[src/rtl/i2c_target_fifo.sv]
// I2C target with an RX FIFO for write bytes and a TX FIFO for read bytes.
// SCL/SDA are oversampled on clk_i; sda_o is an open-drain enable (0 = pull low).
module i2c_target_fifo #(
    parameter int I2C_ADDR_WIDTH = 7,
    parameter int I2C_DATA_WIDTH = 8,
    parameter int FIFO_DEPTH     = 16,
    parameter int SYNC_STAGES    = 2
) (
    input  logic                      clk_i,
    input  logic                      rst_n_i,
    input  logic                      scl_i,
    input  logic                      sda_i,
    output logic                      sda_o,
    input  logic [I2C_ADDR_WIDTH-1:0] own_addr_i,
    output logic [I2C_DATA_WIDTH-1:0] rx_data_o,
    output logic                      rx_valid_o,
    input  logic                      rx_ready_i,
    input  logic [I2C_DATA_WIDTH-1:0] tx_data_i,
    input  logic                      tx_valid_i,
    output logic                      tx_ready_o,
    output logic                      start_o,
    output logic                      stop_o,
    output logic                      addr_hit_o,
    output logic                      op_o,
    output logic                      busy_o,
    output logic                      rx_overflow_o,
    output logic                      tx_underrun_o
);

    localparam int AW = I2C_ADDR_WIDTH;
    localparam int DW = I2C_DATA_WIDTH;
    localparam int PW = $clog2(FIFO_DEPTH);
    localparam int SW = (AW + 1 > DW) ? AW + 1 : DW;
    localparam int CW = $clog2(SW + 2);
    localparam logic [PW:0] DEPTH_CNT = FIFO_DEPTH[PW:0];

    typedef enum logic [2:0] {
        IDLE, ADDR, ADDR_ACK, WR_DATA, WR_ACK, RD_DATA, RD_ACK, IGNORE
    } state_t;

    state_t          state;
    logic [CW-1:0]   bit_cnt;
    logic [SW-1:0]   shift;
    logic            ack_ok;
    logic            nack;

    logic [SYNC_STAGES:0] scl_sync;
    logic [SYNC_STAGES:0] sda_sync;
    logic scl_s, scl_p, sda_s, sda_p;
    logic scl_rise, scl_fall, start_det, stop_det;

    logic [DW-1:0] rx_mem [FIFO_DEPTH];
    logic [PW-1:0] rx_wr, rx_rd;
    logic [PW:0]   rx_count;
    logic          rx_full, rx_empty, rx_push, rx_pop, rx_space;
    logic [DW-1:0] rx_byte;

    logic [DW-1:0] tx_mem [FIFO_DEPTH];
    logic [PW-1:0] tx_wr, tx_rd;
    logic [PW:0]   tx_count;
    logic          tx_full, tx_empty, tx_push, tx_pop, load_req;
    logic [DW-1:0] load_byte;

    always_ff @(posedge clk_i) begin
        if (!rst_n_i) begin
            scl_sync <= '1;
            sda_sync <= '1;
        end else begin
            scl_sync <= {scl_sync[SYNC_STAGES-1:0], scl_i};
            sda_sync <= {sda_sync[SYNC_STAGES-1:0], sda_i};
        end
    end

    // The top flop holds the previous synchronised sample; edges compare it with the newest.
    assign scl_s     = scl_sync[SYNC_STAGES-1];
    assign scl_p     = scl_sync[SYNC_STAGES];
    assign sda_s     = sda_sync[SYNC_STAGES-1];
    assign sda_p     = sda_sync[SYNC_STAGES];
    assign scl_rise  = scl_s & ~scl_p;
    assign scl_fall  = ~scl_s & scl_p;
    assign start_det = scl_s & scl_p & sda_p & ~sda_s;
    assign stop_det  = scl_s & scl_p & ~sda_p & sda_s;

    assign rx_full    = (rx_count == DEPTH_CNT);
    assign rx_empty   = (rx_count == '0);
    assign rx_valid_o = ~rx_empty;
    assign rx_data_o  = rx_mem[rx_rd];
    assign rx_pop     = rx_valid_o & rx_ready_i;
    assign rx_space   = ~rx_full | rx_pop;
    assign rx_byte    = {shift[DW-2:0], sda_s};
    assign rx_push    = scl_rise && (state == WR_DATA) && (bit_cnt == CW'(DW - 1)) && rx_space;

    assign tx_full    = (tx_count == DEPTH_CNT);
    assign tx_empty   = (tx_count == '0);
    assign tx_ready_o = ~tx_full;
    assign tx_push    = tx_valid_i & tx_ready_o;
    assign load_req   = scl_fall && (((state == ADDR_ACK) && op_o) || ((state == RD_ACK) && !nack));
    assign tx_pop     = load_req & ~tx_empty;
    assign load_byte  = tx_empty ? '1 : tx_mem[tx_rd];

    always_ff @(posedge clk_i) begin
        if (rx_push) rx_mem[rx_wr] <= rx_byte;
        if (tx_push) tx_mem[tx_wr] <= tx_data_i;
    end

    always_ff @(posedge clk_i) begin
        if (!rst_n_i) begin
            rx_wr    <= '0;
            rx_rd    <= '0;
            rx_count <= '0;
            tx_wr    <= '0;
            tx_rd    <= '0;
            tx_count <= '0;
        end else begin
            if (rx_push) rx_wr <= rx_wr + PW'(1);
            if (rx_pop)  rx_rd <= rx_rd + PW'(1);
            rx_count <= rx_count + (PW + 1)'(rx_push) - (PW + 1)'(rx_pop);
            if (tx_push) tx_wr <= tx_wr + PW'(1);
            if (tx_pop)  tx_rd <= tx_rd + PW'(1);
            tx_count <= tx_count + (PW + 1)'(tx_push) - (PW + 1)'(tx_pop);
        end
    end

    always_ff @(posedge clk_i) begin
        if (!rst_n_i) begin
            state         <= IDLE;
            bit_cnt       <= '0;
            shift         <= '0;
            ack_ok        <= 1'b0;
            nack          <= 1'b0;
            sda_o         <= 1'b1;
            start_o       <= 1'b0;
            stop_o        <= 1'b0;
            addr_hit_o    <= 1'b0;
            op_o          <= 1'b0;
            busy_o        <= 1'b0;
            rx_overflow_o <= 1'b0;
            tx_underrun_o <= 1'b0;
        end else begin
            start_o    <= 1'b0;
            stop_o     <= 1'b0;
            addr_hit_o <= 1'b0;
            if (start_det) begin
                start_o <= 1'b1;
                busy_o  <= 1'b1;
                bit_cnt <= '0;
                sda_o   <= 1'b1;
                state   <= ADDR;
            end else if (stop_det) begin
                stop_o <= 1'b1;
                busy_o <= 1'b0;
                sda_o  <= 1'b1;
                state  <= IDLE;
            end else begin
                case (state)
                    ADDR: begin
                        if (scl_rise) begin
                            shift   <= {shift[SW-2:0], sda_s};
                            bit_cnt <= bit_cnt + CW'(1);
                        end else if (scl_fall && bit_cnt == CW'(AW + 1)) begin
                            // Match is resolved at the fall so the hit pulse lines up with ACK drive.
                            if (shift[AW:1] == own_addr_i) begin
                                addr_hit_o <= 1'b1;
                                op_o       <= shift[0];
                                sda_o      <= 1'b0;
                                state      <= ADDR_ACK;
                            end else begin
                                sda_o <= 1'b1;
                                state <= IGNORE;
                            end
                        end
                    end
                    ADDR_ACK: begin
                        if (scl_fall) begin
                            bit_cnt <= '0;
                            if (op_o) begin
                                shift <= SW'(load_byte);
                                sda_o <= load_byte[DW-1];
                                if (tx_empty) tx_underrun_o <= 1'b1;
                                state <= RD_DATA;
                            end else begin
                                sda_o <= 1'b1;
                                state <= WR_DATA;
                            end
                        end
                    end
                    WR_DATA: begin
                        if (scl_rise) begin
                            shift   <= {shift[SW-2:0], sda_s};
                            bit_cnt <= bit_cnt + CW'(1);
                            if (bit_cnt == CW'(DW - 1)) begin
                                ack_ok <= rx_space;
                                if (!rx_space) rx_overflow_o <= 1'b1;
                            end
                        end else if (scl_fall && bit_cnt == CW'(DW)) begin
                            sda_o <= ~ack_ok;
                            state <= WR_ACK;
                        end
                    end
                    WR_ACK: begin
                        if (scl_fall) begin
                            sda_o   <= 1'b1;
                            bit_cnt <= '0;
                            state   <= WR_DATA;
                        end
                    end
                    RD_DATA: begin
                        if (scl_rise) begin
                            bit_cnt <= bit_cnt + CW'(1);
                        end else if (scl_fall) begin
                            if (bit_cnt == CW'(DW)) begin
                                sda_o <= 1'b1;
                                state <= RD_ACK;
                            end else begin
                                shift <= shift << 1;
                                sda_o <= shift[DW-2];
                            end
                        end
                    end
                    RD_ACK: begin
                        if (scl_rise) begin
                            nack <= sda_s;
                        end else if (scl_fall) begin
                            if (nack) begin
                                state <= IGNORE;
                            end else begin
                                shift   <= SW'(load_byte);
                                sda_o   <= load_byte[DW-1];
                                if (tx_empty) tx_underrun_o <= 1'b1;
                                bit_cnt <= '0;
                                state   <= RD_DATA;
                            end
                        end
                    end
                    default: ;
                endcase
            end
        end
    end

endmodule

[config.mk]
export PLATFORM = sky130hd
export DESIGN_NAME = i2c_target_fifo
export DESIGN_NICKNAME = d
export VERILOG_FILES = /design/src/rtl/i2c_target_fifo.sv
export SDC_FILE = /design/constraint.sdc
export NUM_CORES = 1
export LEC_CHECK = 0
export CAP_MARGIN = 20
export CORE_ASPECT_RATIO = 1.5
export CORE_MARGIN = 2
export CORE_UTILIZATION = 55
export CTS_BUF_LIST = sky130_fd_sc_hd__clkbuf_4 sky130_fd_sc_hd__clkbuf_8 sky130_fd_sc_hd__clkbuf_16
export DETAILED_ROUTE_END_ITERATION = 7
export PLACE_DENSITY = 0.8
export SLEW_MARGIN = 10
export SYNTH_ARGS = -nofsm -noshare
export SYNTH_HDL_FRONTEND = slang
export SYNTH_SLANG_ARGS = --single-unit
[constraint.sdc]
create_clock -name clk_i -period 2.9 [get_ports clk_i]
set_input_delay 0.87 -clock clk_i [delete_from_list [all_inputs] [get_ports clk_i]]
set_output_delay 0.87 -clock clk_i [all_outputs]
set_load 0.01 [all_outputs]
**Yosys cells after proc, flatten, opt, wreduce, memory -nomap -nowiden**

Memory sizes are Yosys's and may differ from the RTL's. A register that Yosys moved wholly into a read port is not among the register bits.
Cells that the tools add are included.

- Word-level logic and storage cells: 201
- Output and inout port bits: 18
- Register bits after elaboration: 57
- Memories: 2
- Bits of input ports: 21
- RAM bits: 256

- Add/subtract/negate cells: 9
- Reduce and logical (&&, ||, !) cells: 33
- Bitwise operators: 27
- Muxes and demuxes: 69
- Equality and inequality tests: 39

Memories:

| memory | words | width | rd ports | clocked after Yosys merged registers in | wr ports | line | RTL |
|---|---|---|---|---|---|---|---|
| rx_mem | 16 | 8 | 1 | 1 | 1 | 52 | `logic [DW-1:0] rx_mem [FIFO_DEPTH];` |
| tx_mem | 16 | 8 | 1 | 1 | 1 | 58 | `logic [DW-1:0] tx_mem [FIFO_DEPTH];` |

Operators with widths:

| operator | number |
|---|---|
| $mux W8 | 10 |
| $reduce_and A12 Y1 | 4 |
| $ne A4 B4 Y1 const B | 10 |
| $mux W3 | 13 |
| $mux W4 | 9 |
| $pmux W8 S4 | 1 |
| $mux W1 | 31 |
| $ne A2 B2 Y1 const B | 13 |
| $add A4 B1 Y4 const B | 5 |
| $pmux W3 S6 | 1 |
| $not A1 Y1 | 16 |
| $pmux W4 S3 | 1 |
| $reduce_and A6 Y1 | 2 |
| $add A5 B1 Y5 | 2 |
| $and A1 B1 Y1 | 10 |
| $eq A5 B5 Y1 const B | 2 |
| $logic_not A5 Y1 | 2 |
| $sub A5 B1 Y5 | 2 |
| $eq A3 B3 Y1 const B | 3 |
| $ne A2 B1 Y1 const B | 4 |
| $reduce_and A8 Y1 | 1 |
| $reduce_bool A8 Y1 | 1 |
| $eq A7 B7 Y1 | 1 |
| $logic_and A1 B1 Y1 | 7 |
| 21 further kinds | 26 |

**Longest topological paths before layout**

- Word-level depth: 8
- Gate-level depth with buffers: 15
- Mapped depth without buffers: 14

**Worst setup path before layout**

Ideal clock, no wire load.

- Path kind: register to register
- Start: register rx_count[3]
- End: register rx_count[4]
- Setup time: 116 ps
- Period minus slack after synthesis: 3205 ps
- Arrival time: 3090 ps
- Required time: 2784 ps
- Buffers on the path: 1
- Stages on the path, launching flop included: 14
- Setup slack: -305 ps
- Path through: dfxtp_1 inv_1 ha_1 or4b_2 and2_1 clkbuf_1 ha_1 inv_1 ha_1 fa_1 a21oi_1 nor2_1 or3_1 and3_1

- Longest elaborated chain between the ends: 7
- Elaborated cells on any way between the ends: 9
- Classes of those cells: 2 x add/sub; 1 x eq/ne; 4 x bitwise; 2 x reduce/logical

Ends and longest elaborated chain:

| element | line | RTL |
|---|---|---|
| start, declared | 54 | `logic [PW:0] rx_count;` |
| start signal, assigned | 117 | `rx_count <= rx_count + (PW + 1)'(rx_push) - (PW + 1)'(rx_pop);` |
| $logic_not A5 Y1 (*) | 85 | `assign rx_empty = (rx_count == '0);` |
| $not A1 Y1 (*) | 86 | `assign rx_valid_o = ~rx_empty;` |
| named net rx_valid_o | 16 | `output logic rx_valid_o,` |
| $and A1 B1 Y1 (*) | 88 | `assign rx_pop = rx_valid_o & rx_ready_i;` |
| $or A1 B1 Y1 | 89 | `assign rx_space = ~rx_full \| rx_pop;` |
| $logic_and A1 B1 Y1 | 91 | `assign rx_push = scl_rise && (state == WR_DATA) && (bit_cnt == CW'(DW - 1)) && rx_space;` |
| $add A5 B1 Y5 | 117 |  |
| $sub A5 B1 Y5 (*) | 117 |  |

The timed path passes the listed nets; every way through them passes the cells marked *.
A chain may end at the register's enable or synchronous reset.

==> flow_summary.json <==
{
  "synth-async-reset-ratio": 0,
  "cts.sinks": 321,
  "rr_endpoint": "rx_count[4]$_SDFF_PN0_",
  "min-delay-start": "scl_sync[0]$_SDFF_PN1_",
  "start_util": 0.5594,
  "vias": 7155,
  "p_leak_nw": 5.219,
  "ctsHoldBuffers": 0,
  "crit_type": "reg2out",
  "cts_tree": "built",
  "finalMaxSlewViolations": 0,
  "crit_top_cell": "mux4_2",
  "area_growth_pct": 18.78,
  "yosysTopAreaCell": "edfxtp_1",
  "tns_ns": -2.583,
  "drive_above_1_share": 0.2862,
  "maxClockFrequency_mhz": 308.1,
  "cpPeakStageDelay_ns": 0.50,
  "wl_per_cell_um": 22.22,
  "power_density_nw_per_um2": 702.8,
  "cts_buffers": 28,
  "startpoint_type": "flip-flop",
  "path_buf_inv": 3,
  "avgViaCountPerCell": 5.779,
  "r2r_cells": 12,
  "clkLatencyLatePin_ns": 0.55,
  "tightest_slew_ns": 0.8056,
  "antenna_found_initial": 0,
  "finalSetupViolCount": 8,
  "die_area_um2": 25340,
  "end_kind": "output port",
  "critical-path-top-delay-family": "multiplexers",
  "drt_first_pass_iters": 5,
  "ys_types": 64,
  "path_cells": "buf_12, buf_16, mux4_2, mux4_2, buf_6",
  "ys_seq_area_frac": 0.6793,
  "synth_edf_count": 256,
  "yosys_warnings": 0,
  "final_area_um2": 15720,
  "ys.flop_type": "edfxtp_1",
  "synthTopCellsByArea": "edfxtp_1 (58%), mux4_2 (13%), dfxtp_1 (9.8%), ha_1 (2.2%), and2_1 (1.7%)",
  "synthCells": 780,
  "grt_pass1_vias": 7509,
  "grt_pass1_wl_um": 42490,
  "fill_cells": 1617,
  "grt_overflow": 0,
  "seq_area_um2": 8997,
  "pre_cts_ws_ns": -0.3071,
  "die_x_um": 130.6,
  "relSlewSlack": 0.4614,
  "hold_depth": 1,
  "violations": "negative setup slack",
  "gp_congestion": 0.8482,
  "cts-root-buf": "clkbuf_16",
  "diodes": 0,
  "netlist.area_leader.share": 0.5809,
  "pin_count": 39,
  "grt.total_usage": 0.2250,
  "ir_drop_mv": 0.5938,
  "p_total_mw": 11.05,
  "dpl.cell_count": 1173,
  "avgSynthCellArea_um2": 16.96,
  "die_h_um": 194.0,
  "hold_slack_ns": 0.4135,
  "design.core.area_um2": 23660,
  "utilization": 0.6644,
  "fin_crit_ns": 3.246,
  "cap_violations": 0,
  "synth_area_um2": 13230,
  "placed_area_um2": 14510,
  "rrSetupSlack_ns": 0.09,
  "rows": 69,
  "crit_fanout": 5,
  "portBuffers": 38,
  "drt_wl_total_um": 27510,
  "r2r-start": "rx_count[3]$_SDFF_PN0_",
  "ant_nets": 0,
  "dp_hpwl_um": 17840,
  "fin_cells": 1238,
  "nets": 943,
  "finalCritPeriodShare": 1.119,
  "arrival_ns": 2.38,
  "report.final.hold_viol_count": 0,
  "rsz0062_at_grt": "true",
  "hold_class": "reg2reg",
  "finClkSkew_ns": 0.007344,
  "drt_iter0_markers": 421,
  "htree_levels": 1,
  "syn-num-nets": 826,
  "crit_required_ns": 2.03,
  "grt_max_degree": 33,
  "cpMaxStageDelayCell": "mux4_2",
  "clock_path_buffers": 3,
  "setup_ws_ns": -0.3461,
  "drc": 0,
  "ys_seq_elements": 321,
  "clkTransAtPathRegs_ns": 0.07,
  "whs_endpoint": "scl_sync[1]$_SDFF_PN1_",
  "multi_input_area_um2": 4013,
  "status": "complete, but fails checks"
}
-- power breakdown --
| part | leakage (nW) | internal, mW | switching, mW | total (mW) |
|---|---|---|---|---|
| clock | 0.456 | 2.15 | 1.57 | 3.72 |
| combinational | 1.90 | 1.16 | 0.895 | 2.06 |
| sequential | 2.86 | 5.15 | 0.117 | 5.27 |
-- cells in the final DEF, fill, tap and decap left out, types with 23 or more instances in the layout --
master	count
buf_4	72
edfxtp_1	256
clkdlybuf4s50_1	29
dfxtp_1	60
mux4_2	79
nand2_1	23
and2_1	34
clkbuf_16	29
inv_1	32
nor2_1	42
-- worst max-delay path by stage --
stage | cells after the start | endpoint | start
floorplan | 13 | rx_count[4]$_SDFF_PN0_ | rx_count[3]$_SDFF_PN0_
global placement | 11 | rx_count[4]$_SDFF_PN0_ | rx_ready_i
detailed placement | 11 | rx_count[4]$_SDFF_PN0_ | rx_ready_i
CTS | 5 | rx_data_o[1] | flip-flop
global route | 5 | rx_data_o[1] | flip-flop
finish | 5 | rx_data_o[1] | flip-flop
-- cell type report --
class / count / area share
Sequential cell: 321 / 0.5724
Multi-Input combinational cell: 385 / 0.2553
Timing Repair Buffer: 126 / 0.07897
Clock buffer: 40 / 0.05222
Tap cell: 319 / 0.02539
Inverter: 35 / 0.008359
Clock inverter: 12 / 0.007324
-- flip-flops by register name (all words and copies together) (netlist names), 3 cells and up, named ones only --
| name | count |
|---|---|
| bit_cnt | 4 |
| shift | 8 |
| rx_count | 5 |
| tx_wr | 4 |
| tx_rd | 4 |
| tx_mem | 128 |
| sda_sync | 3 |
| rx_mem | 128 |
| scl_sync | 3 |
| rx_rd | 4 |
| state | 3 |
| rx_wr | 4 |
| tx_count | 5 |
-- cells in the mapped netlist (3+ instances only) --
cell type and count:
nor2b_1 12, xor2_1 5, a21oi_1 13, or3_1 4, nor4_1 6, buf_4 3, nand4_1 6, clkbuf_1 19
and3_1 3, mux4_2 79, and2_1 35, nand2_1 23, nand2b_1 10, dfxtp_1 65, o21ai_0 16, a221oi_1 3
buf_1 3, edfxtp_1 256, a2111oi_2 6, nand3b_1 5, ha_1 23, nor2_1 42, xnor2_1 20, nor3_1 11
nand3_1 9, inv_1 35, buf_2 12, a21boi_0 3, mux2i_1 9
-- per-layer routing --
layer / GRT usage / vias to the layer above / wire [um]
li1: - / 3254 / -
met1: 0.2447 / 3615 / 9339
met2: 0.4211 / 206 / 15760
met3: 0.03532 / 80 / 1138
met4: 0.09929 / 0 / 1271
met5: 0 / - / 0
-- kinds of logic after synthesis --
family / synth area share
adders and majority gates: 0.02477
AOI/OAI and AO/OA: 0.03669
buffers and inverters: 0.02411
DFF: 0.6793
xor gates and xnor gates: 0.01655
and+or+nand+nor: 0.07536
muxes: 0.1432
-- timing repair --
| action | 4_1_cts | 5_1_grt |
|---|---|---|
| setup endpoints to repair | 9 | 10 |
| gates cloned | 3 | 0 |
| resized for setup | 50 | 20 |
| setup buffers | 4 | 6 |
| endpoints found under the hold margin | 0 | 0 |
| pin swaps | 0 | 4 |
(Power assumes the default switching activity.)
